===== src/rtl/ebi_pkg.sv =====
// rtl/ebi_pkg.sv - shared constants and FSM state encoding for the EBI slave controller
package ebi_pkg;

    localparam int EBI_DATA_W = 16;
    localparam int EBI_ADDR_W = 25;

    // Read-back values for reads that never reached a register.
    localparam logic [EBI_DATA_W-1:0] EBI_TIMEOUT_DATA = 16'hDEAD;
    localparam logic [EBI_DATA_W-1:0] EBI_OOR_DATA     = 16'hBAD0;

    localparam logic [2:0] ST_IDLE     = 3'd0;
    localparam logic [2:0] ST_REQ      = 3'd1;
    localparam logic [2:0] ST_WAIT_ACK = 3'd2;
    localparam logic [2:0] ST_DRIVE    = 3'd3;
    localparam logic [2:0] ST_RELEASE  = 3'd4;

endpackage


===== src/rtl/ebi_sync.sv =====
// rtl/ebi_sync.sv - N-flop synchronizer with level and falling-edge outputs
//
// Ports:
//   clk_i    system clock
//   reset_i  synchronous active-low reset
//   d_i      asynchronous input
//   level_o  synchronized level (last stage)
//   fall_o   one-cycle pulse when the synchronized level goes 1 -> 0
module ebi_sync #(
    parameter int STAGES = 2
) (
    input  logic clk_i,
    input  logic reset_i,
    input  logic d_i,
    output logic level_o,
    output logic fall_o
);

    logic [STAGES-1:0] stage;
    logic              started;
    logic              armed;

    // The chain resets to 1, so an input already low at reset release would
    // otherwise look like a falling edge. The edge output is armed only once
    // the input has been seen high after reset.
    always_ff @(posedge clk_i) begin
        if (!reset_i) begin
            stage   <= '1;
            started <= 1'b0;
            armed   <= 1'b0;
        end else begin
            stage   <= {stage[STAGES-2:0], d_i};
            started <= 1'b1;
            armed   <= armed | (started & stage[0]);
        end
    end

    assign level_o = stage[STAGES-1];
    assign fall_o  = armed & stage[STAGES-1] & ~stage[STAGES-2];

endmodule


===== src/rtl/ebi_bus_ctrl.sv =====
// rtl/ebi_bus_ctrl.sv - EBI/SMC slave: strobe sync, address decode, register-bus handshake, pad enable
//
// Ports:
//   clk_i, reset_i              clock, synchronous active-low reset
//   addr_i, cs_i, read_i,
//   write_i                     asynchronous EBI pins (strobes active-low)
//   data_to_iface_i             data from the pad buffer
//   data_from_iface_o           data to the pad buffer
//   disable_io_o                pad tristate control, 1 = released
//   reg_addr_o, reg_wdata_o,
//   reg_re_o, reg_we_o          internal register request
//   reg_rdata_i, reg_ack_i      internal register response
//   err_clr_i, err_o            sticky timeout/protocol error flag and its clear
module ebi_bus_ctrl
    import ebi_pkg::*;
#(
    parameter int ADDR_W         = 8,
    parameter int TIMEOUT_CYCLES = 64
) (
    input  logic                  clk_i,
    input  logic                  reset_i,
    input  logic [EBI_ADDR_W-1:0] addr_i,
    input  logic                  cs_i,
    input  logic                  read_i,
    input  logic                  write_i,
    input  logic [EBI_DATA_W-1:0] data_to_iface_i,
    output logic [EBI_DATA_W-1:0] data_from_iface_o,
    output logic                  disable_io_o,
    output logic [ADDR_W-1:0]     reg_addr_o,
    output logic [EBI_DATA_W-1:0] reg_wdata_o,
    output logic                  reg_re_o,
    output logic                  reg_we_o,
    input  logic [EBI_DATA_W-1:0] reg_rdata_i,
    input  logic                  reg_ack_i,
    input  logic                  err_clr_i,
    output logic                  err_o
);

    localparam int CNT_W = $clog2(TIMEOUT_CYCLES + 1);

    logic [2:0]       state;
    logic             acc_rd;
    logic [CNT_W-1:0] wait_cnt;

    logic cs_lvl, cs_fall;
    logic rd_lvl, rd_fall;
    logic wr_lvl, wr_fall;
    logic out_of_window;
    logic unused_ok;

    ebi_sync #(.STAGES(3)) u_sync_cs (
        .clk_i   (clk_i),
        .reset_i (reset_i),
        .d_i     (cs_i),
        .level_o (cs_lvl),
        .fall_o  (cs_fall)
    );

    ebi_sync #(.STAGES(2)) u_sync_rd (
        .clk_i   (clk_i),
        .reset_i (reset_i),
        .d_i     (read_i),
        .level_o (rd_lvl),
        .fall_o  (rd_fall)
    );

    ebi_sync #(.STAGES(2)) u_sync_wr (
        .clk_i   (clk_i),
        .reset_i (reset_i),
        .d_i     (write_i),
        .level_o (wr_lvl),
        .fall_o  (wr_fall)
    );

    // 16-bit bus: addr_i[0] is a byte lane bit and carries no word address.
    assign unused_ok     = &{1'b0, addr_i[0], rd_fall, wr_fall};
    assign out_of_window = |addr_i[EBI_ADDR_W-1:ADDR_W+1];

    // Uses the raw pins so the pads release within gate delay of the host
    // deasserting, without waiting for the synchronizers.
    assign disable_io_o = (state != ST_DRIVE) | read_i | cs_i;

    always_ff @(posedge clk_i) begin
        if (!reset_i) begin
            state             <= ST_IDLE;
            acc_rd            <= 1'b0;
            wait_cnt          <= '0;
            data_from_iface_o <= '0;
            reg_addr_o        <= '0;
            reg_wdata_o       <= '0;
            reg_re_o          <= 1'b0;
            reg_we_o          <= 1'b0;
            err_o             <= 1'b0;
        end else begin
            reg_re_o <= 1'b0;
            reg_we_o <= 1'b0;
            // Any set below is a later assignment and therefore wins.
            if (err_clr_i) begin
                err_o <= 1'b0;
            end

            case (state)
                ST_IDLE: begin
                    if (cs_fall) begin
                        reg_addr_o  <= addr_i[ADDR_W:1];
                        reg_wdata_o <= data_to_iface_i;
                        acc_rd      <= ~rd_lvl;
                        if (rd_lvl == wr_lvl) begin
                            err_o <= 1'b1;
                            state <= ST_RELEASE;
                        end else if (out_of_window) begin
                            if (!rd_lvl) begin
                                data_from_iface_o <= EBI_OOR_DATA;
                                state             <= ST_DRIVE;
                            end else begin
                                state <= ST_RELEASE;
                            end
                        end else begin
                            reg_re_o <= ~rd_lvl;
                            reg_we_o <= ~wr_lvl;
                            state    <= ST_REQ;
                        end
                    end
                end

                ST_REQ: begin
                    wait_cnt <= '0;
                    if (reg_ack_i) begin
                        if (acc_rd) begin
                            data_from_iface_o <= reg_rdata_i;
                            state             <= ST_DRIVE;
                        end else begin
                            state <= ST_RELEASE;
                        end
                    end else begin
                        state <= ST_WAIT_ACK;
                    end
                end

                ST_WAIT_ACK: begin
                    if (reg_ack_i) begin
                        wait_cnt <= '0;
                        if (acc_rd) begin
                            data_from_iface_o <= reg_rdata_i;
                            state             <= ST_DRIVE;
                        end else begin
                            state <= ST_RELEASE;
                        end
                    end else if (wait_cnt == CNT_W'(TIMEOUT_CYCLES - 1)) begin
                        wait_cnt <= '0;
                        err_o    <= 1'b1;
                        if (acc_rd) begin
                            data_from_iface_o <= EBI_TIMEOUT_DATA;
                            state             <= ST_DRIVE;
                        end else begin
                            state <= ST_RELEASE;
                        end
                    end else begin
                        wait_cnt <= wait_cnt + CNT_W'(1);
                    end
                end

                ST_DRIVE, ST_RELEASE: begin
                    if (cs_lvl) begin
                        state <= ST_IDLE;
                    end
                end

                default: state <= ST_IDLE;
            endcase
        end
    end

endmodule


===== config.mk =====
export PLATFORM = sky130hd
export DESIGN_NAME = ebi_bus_ctrl
export DESIGN_NICKNAME = d
export VERILOG_FILES = /design/src/rtl/ebi_pkg.sv /design/src/rtl/ebi_sync.sv /design/src/rtl/ebi_bus_ctrl.sv
export SDC_FILE = /design/constraint.sdc
export NUM_CORES = 1
export LEC_CHECK = 0
export ABC_AREA = 0
export CAP_MARGIN = 20
export CORE_UTILIZATION = 46
export CTS_CLUSTER_SIZE = 12
export DETAILED_ROUTE_END_ITERATION = 12
export PLACE_DENSITY = 0.85
export SKIP_CTS_REPAIR_TIMING = 1
export SLEW_MARGIN = 5
export SYNTH_ARGS = -nofsm -noshare
export SYNTH_HDL_FRONTEND = slang
export SYNTH_SLANG_ARGS = --single-unit

===== constraint.sdc =====
create_clock -name clk_i -period 4.65 [get_ports clk_i]
set_input_delay 0.93 -clock clk_i [delete_from_list [all_inputs] [get_ports clk_i]]
set_output_delay 0.93 -clock clk_i [all_outputs]
set_load 0.05 [all_outputs]

-- Yosys cells after proc, flatten, opt, wreduce, memory -nomap -nowiden
Index checks and enable logic that the tools add are counted.
- equal/unequal tests: 15
- add/subtract/negate cells: 1
- mux-type cells: 30
- reduce and logical (&&, ||, !) cells: 9
- bitwise operators: 12
- operators by type and width (operator ; number):
    2-to-1 mux 16 bit ; 9
    case mux 16 bit (3 select lines) ; 1
    2-to-1 mux 3 bit ; 9
    OR reduction 20 bit ; 1
    OR reduction 16 bit ; 1
    2-to-1 mux 7 bit ; 2
    case mux 7 bit (2 select lines) ; 1
    case mux 3 bit (4 select lines) ; 1
    != test 2 bit, second input constant ; 5
    AND reduction 8 bit ; 1
    adder 7 x 1 -> 7 bit, second input constant ; 1
    equality test 7 x 6 -> 1 bit, second input constant ; 1
    equality test 3 x 2 -> 1 bit, second input constant ; 2
    2-to-1 mux 1 bit ; 6
    != test 3 bit, second input constant ; 2
    NOT 1 bit ; 6
    bitwise AND 1 bit ; 3
    equality test 3 x 1 -> 1 bit, second input constant ; 1
    equality test 3 bit, second input constant ; 1
    zero test 3 bit ; 1
    != test 3 x 2 -> 1 bit, second input constant ; 1
    bitwise OR 1 bit ; 3
    AND reduction 3 bit ; 1
    nonzero test 3 bit ; 1
    6 further kinds ; 6
- output and inout bits: 44
- logic and storage cells: 81
- bits of input ports: 64
- flip-flop bits (word level): 63

-- Longest topological paths before layout
- word-level depth: 5
- depth in mapped cells: 7
- depth with buffers taken out: 6

-- Cells and area by module
Synthesis repeated with hierarchy kept, for this count alone.
- cell total of the unflattened synthesis: 320
- area, all modules: 2885.3 µm²
- by module, submodules not included (module ; area an instance (µm²) ; instances ; seq. area each (µm²) ; cells an instance):
    ebi_bus_ctrl ; 2524.9 ; 1 ; 1081.0 ; 288
    ebi_sync at u_sync_rd ... ; 111.4 ; 2 ; 80.1 ; 10
    ebi_sync at u_sync_cs ; 137.6 ; 1 ; 100.1 ; 12

-- Worst setup path after synthesis
Ideal clock, no wire load.
- kind: input -> output
- start point: input read_i
- end point: output disable_io_o
- setup slack: 1.968 ns
- arrival time: 1.752 ns
- stages on the path: 1
- data required time: 3.720 ns
- buffers on the path: 0
- path through: or4b_2
- cells in the longest elaborated chain, start to end: 2
- ends and longest elaborated chain (element ; RTL line ; text):
    start: declaration ; ebi_bus_ctrl.sv:24 ; input logic read_i,
    bitwise OR 1 bit (2 in series) ; ebi_bus_ctrl.sv:81 ; assign disable_io_o = (state != ST_DRIVE) | read_i | cs_i;
    end: declaration ; ebi_bus_ctrl.sv:28 ; output logic disable_io_o,
No other way between the ends.

-- Final worst setup path
- start point: input cs_i
- end point: output disable_io_o
- cells in the longest elaborated chain, start to end: 1
- ends and longest elaborated chain (element ; RTL line ; text):
    start: declaration ; ebi_bus_ctrl.sv:23 ; input logic cs_i,
    bitwise OR 1 bit ; ebi_bus_ctrl.sv:81 ;
No other way between the ends.

==> flow_summary.ini <==
[power_and_ir_drop]
pwr-share-seq_pct = 44.8
leakage_nw = 1.43
comb_power_share_pct = 8.6
vdd_drop_max_mv = 0.299
switchingPower_w = 0.000252
p_per_area_mw_per_mm2 = 308
switching_share_pct = 20.4
clkPwrFrac_pct = 46.6
p_int_w = 0.000982

[synth]
synth.avg_cell_area_sq_um = 8.88
yosys.area.top_type = dfxtp_1
synth_flop_cell = dfxtp_1
ys_seq_elements = 63
syn_nets = 366
synth_area_leaders = dfxtp_1, nand2_1, mux2i_1
syn_area_sq_mm = 0.00267
synth_cell_type_count = 49
synth_edf_count = 0
yosysWarnings = 0
syn_inst = 301
synth-async-reset-ratio_pct = 0
yosysTopAreaCellShare_pct = 47.2
yosysSeqAreaShare_pct = 47.2

[timing]
rsz0062_at_grt = no
tightest_slew_ns = 0.717
period_needed_ns = 3.64
slew_viol_final = 0
clock_skew_ns = 0.00851
hold_viol = 0
period_share_pct = 78.3
setup-tns-final_ns = 0
max_freq_ghz = 0.275
slew_headroom_pct = 52.0
setup_viol = 0

[floorplan]
row_count = 27
core_sq_mm = 0.00554
die_w_microns = 78.2
start_util_pct = 48.3
die_y_microns = 78.2
die_area_sq_mm = 0.00612
io_pins = 108

[layout]
design_area_sq_mm = 0.00400
most-common-layout-cells = clkdlybuf4s50_1, nand2_1, dfxtp_1
utilization_pct = 72.2
nNetsFinal = 468
final_common_cell = clkdlybuf4s50_1
antennaDiodeCount = 0
layout-drive-gt1-share_pct = 7.60
area_delta_synth_final_pct = 49.6

[clock_network]
cts_tree = done
clockRootBuffer = clkbuf_8
cts_max_level = 3
cts_buffers = 9
clkSlewWorstSetupHoldPaths_ns = 0.07
cts_sinks = 63
clock_latency_ns = 0.33
clockBufferDepth = 2

[setup_path]
critical_path_arrival_ns = 2.71
r2r-end = data_from_iface_o[7]
path_class = input port to primary output
cp-end-kind = primary output
cp_cell_sequence = clkdlybuf4s50_1, or4b_2, clkdlybuf4s50_1
startpoint = cs_i
worst_path_max_delay_cell = clkdlybuf4s50_1
critPathMaxStageDelay_ns = 0.75
r2r_slack_ns = 2.43
r2r_start = acc_rd
cp-start-kind = input port
reg2regPathDepth = 5
path_common_cell = clkdlybuf4s50_1
required_ns = 3.72
critical_path_peak_fanout = 2

[drt]
viasPerCell = 5.23
route.vias.total = 2508
drt_pass1_iterations = 4
wl_per_cell_microns = 14.2
antenna_left = 0
drc = 0
routed_wl_mm = 6.81
drtIter0Drc = 133

[min_path]
min_to = u_sync_rd.stage[1]
hold_path.class = register to register
worstHoldStart = u_sync_rd.stage[0]
hold_depth = 1

[placed_design]
hpwl_mm = 4.84
port_buffers = 106
gp_congestion = 0.841
postPlaceCellArea_sq_mm = 0.00376

[run_status]
status = completed

[job]
cap_viol_max_count = 0

[global_routing]
grt-ovfl-total = 0
antenna_found_initial = 0
grt_first_pass_wirelength_mm = 11.0
grt_max_degree = 28
grt_pass1_vias = 2397
track_usage_pct = 22.9
==> stage by stage <==
step | std cells | hold slack (ns) | total power (W) | setup WS (ns)
final | 480 | 0.412 | 0.00123 | 1.01
after global placement | 464 | 0.393 | 0.000669 | 1.02
after detailed placement | 464 | 0.397 | 0.000671 | 1.01
after floorplan | 301 | 0.386 | 0.000603 | 1.97
after global routing | 480 | 0.435 | 0.00127 | 0.979
after CTS | 480 | 0.413 | 0.00124 | 1.02
==> final cells by class <==
class	count	area, sq um
Tap cell	72	90.1
Timing Repair Buffer	109	1080
Multi-Input combinational cell	214	1310
Clock inverter	3	90.1
Inverter	6	22.5
Clock buffer	13	149
Sequential cell	63	1260
Fill cell	429	1540
==> power by group through the flow <==
stage | registers, W | logic [W] | clock network [W]
after floorplan | 0.000576 | 0.0000275 | 0
after detailed placement | 0.000565 | 0.000106 | 0
after global placement | 0.000564 | 0.000104 | 0
after global routing | 0.000553 | 0.000113 | 0.000609
final | 0.000553 | 0.000106 | 0.000574
after CTS | 0.000553 | 0.000106 | 0.000580
==> metal layers <==
layer | vias up | wire length, microns | global-route usage [%]
li1 | 1244 | - | -
met1 | 1176 | 2920 | 27.8
met2 | 68 | 3350 | 37.1
met3 | 20 | 331 | 5.70
met4 | 0 | 212 | 12.8
met5 | - | 0 | 0
==> worst max-delay path by stage <==
| stage | cells past startpoint | to |
|---|---|---|
| after floorplan | 1 | disable_io_o |
| after global placement | 3 | disable_io_o |
| after detailed placement | 3 | disable_io_o |
| after CTS | 3 | disable_io_o |
| after global routing | 3 | disable_io_o |
| final | 3 | disable_io_o |
==> logic make-up after synthesis <==
group / count (synthesis) / synth area share, %
and+or+nand+nor: 130 / 22.6
DFF: 63 / 47.2
AOI/OAI and AO/OA: 62 / 18.2
buffers and inverters: 24 / 4.02
muxes: 15 / 5.62
xor gates and xnor gates: 6 / 1.97
adders and majority gates: 1 / 0.468
==> worst max-delay path, delay by kind of cell <==
| kind | cells | cell delay (ns) |
|---|---|---|
| buf+inv | 2 | 1.18 |
| simple gates | 1 | 0.60 |
==> flip-flops by register name, summed over array words and instances, names as in the netlist <==
| signal | count |
|---|---|
| u_sync_cs.stage | 3 |
| reg_addr_o | 8 |
| u_sync_cs.started | 1 |
| u_sync_rd.stage | 2 |
| wait_cnt | 7 |
| err_o | 1 |
| u_sync_wr.stage | 2 |
| reg_we_o | 1 |
| data_from_iface_o | 16 |
| state | 3 |
| acc_rd | 1 |
| u_sync_cs.armed | 1 |
| reg_re_o | 1 |
| reg_wdata_o | 16 |
==> synthesized netlist by cell type, types with 2 or more instances <==
library cell  instances
o22ai_1               3
nor2_1               15
buf_1                 2
xor2_1                3
nor4_1                4
o21ai_0               4
buf_2                 2
a21oi_1              28
xnor2_1               3
nand2b_1             11
o221a_1               5
and3_1                3
clkbuf_1             11
mux2i_1              15
dfxtp_1              63
nand2_1              70
nand3b_1              2
o211a_1               4
nand3_1               9
or3_1                 3
buf_4                 2
or2_2                 2
nor3_1                3
inv_1                 5
a32o_1                2
nor2_2                2
o211ai_1              3
Power figures use the tool's default switching activity.
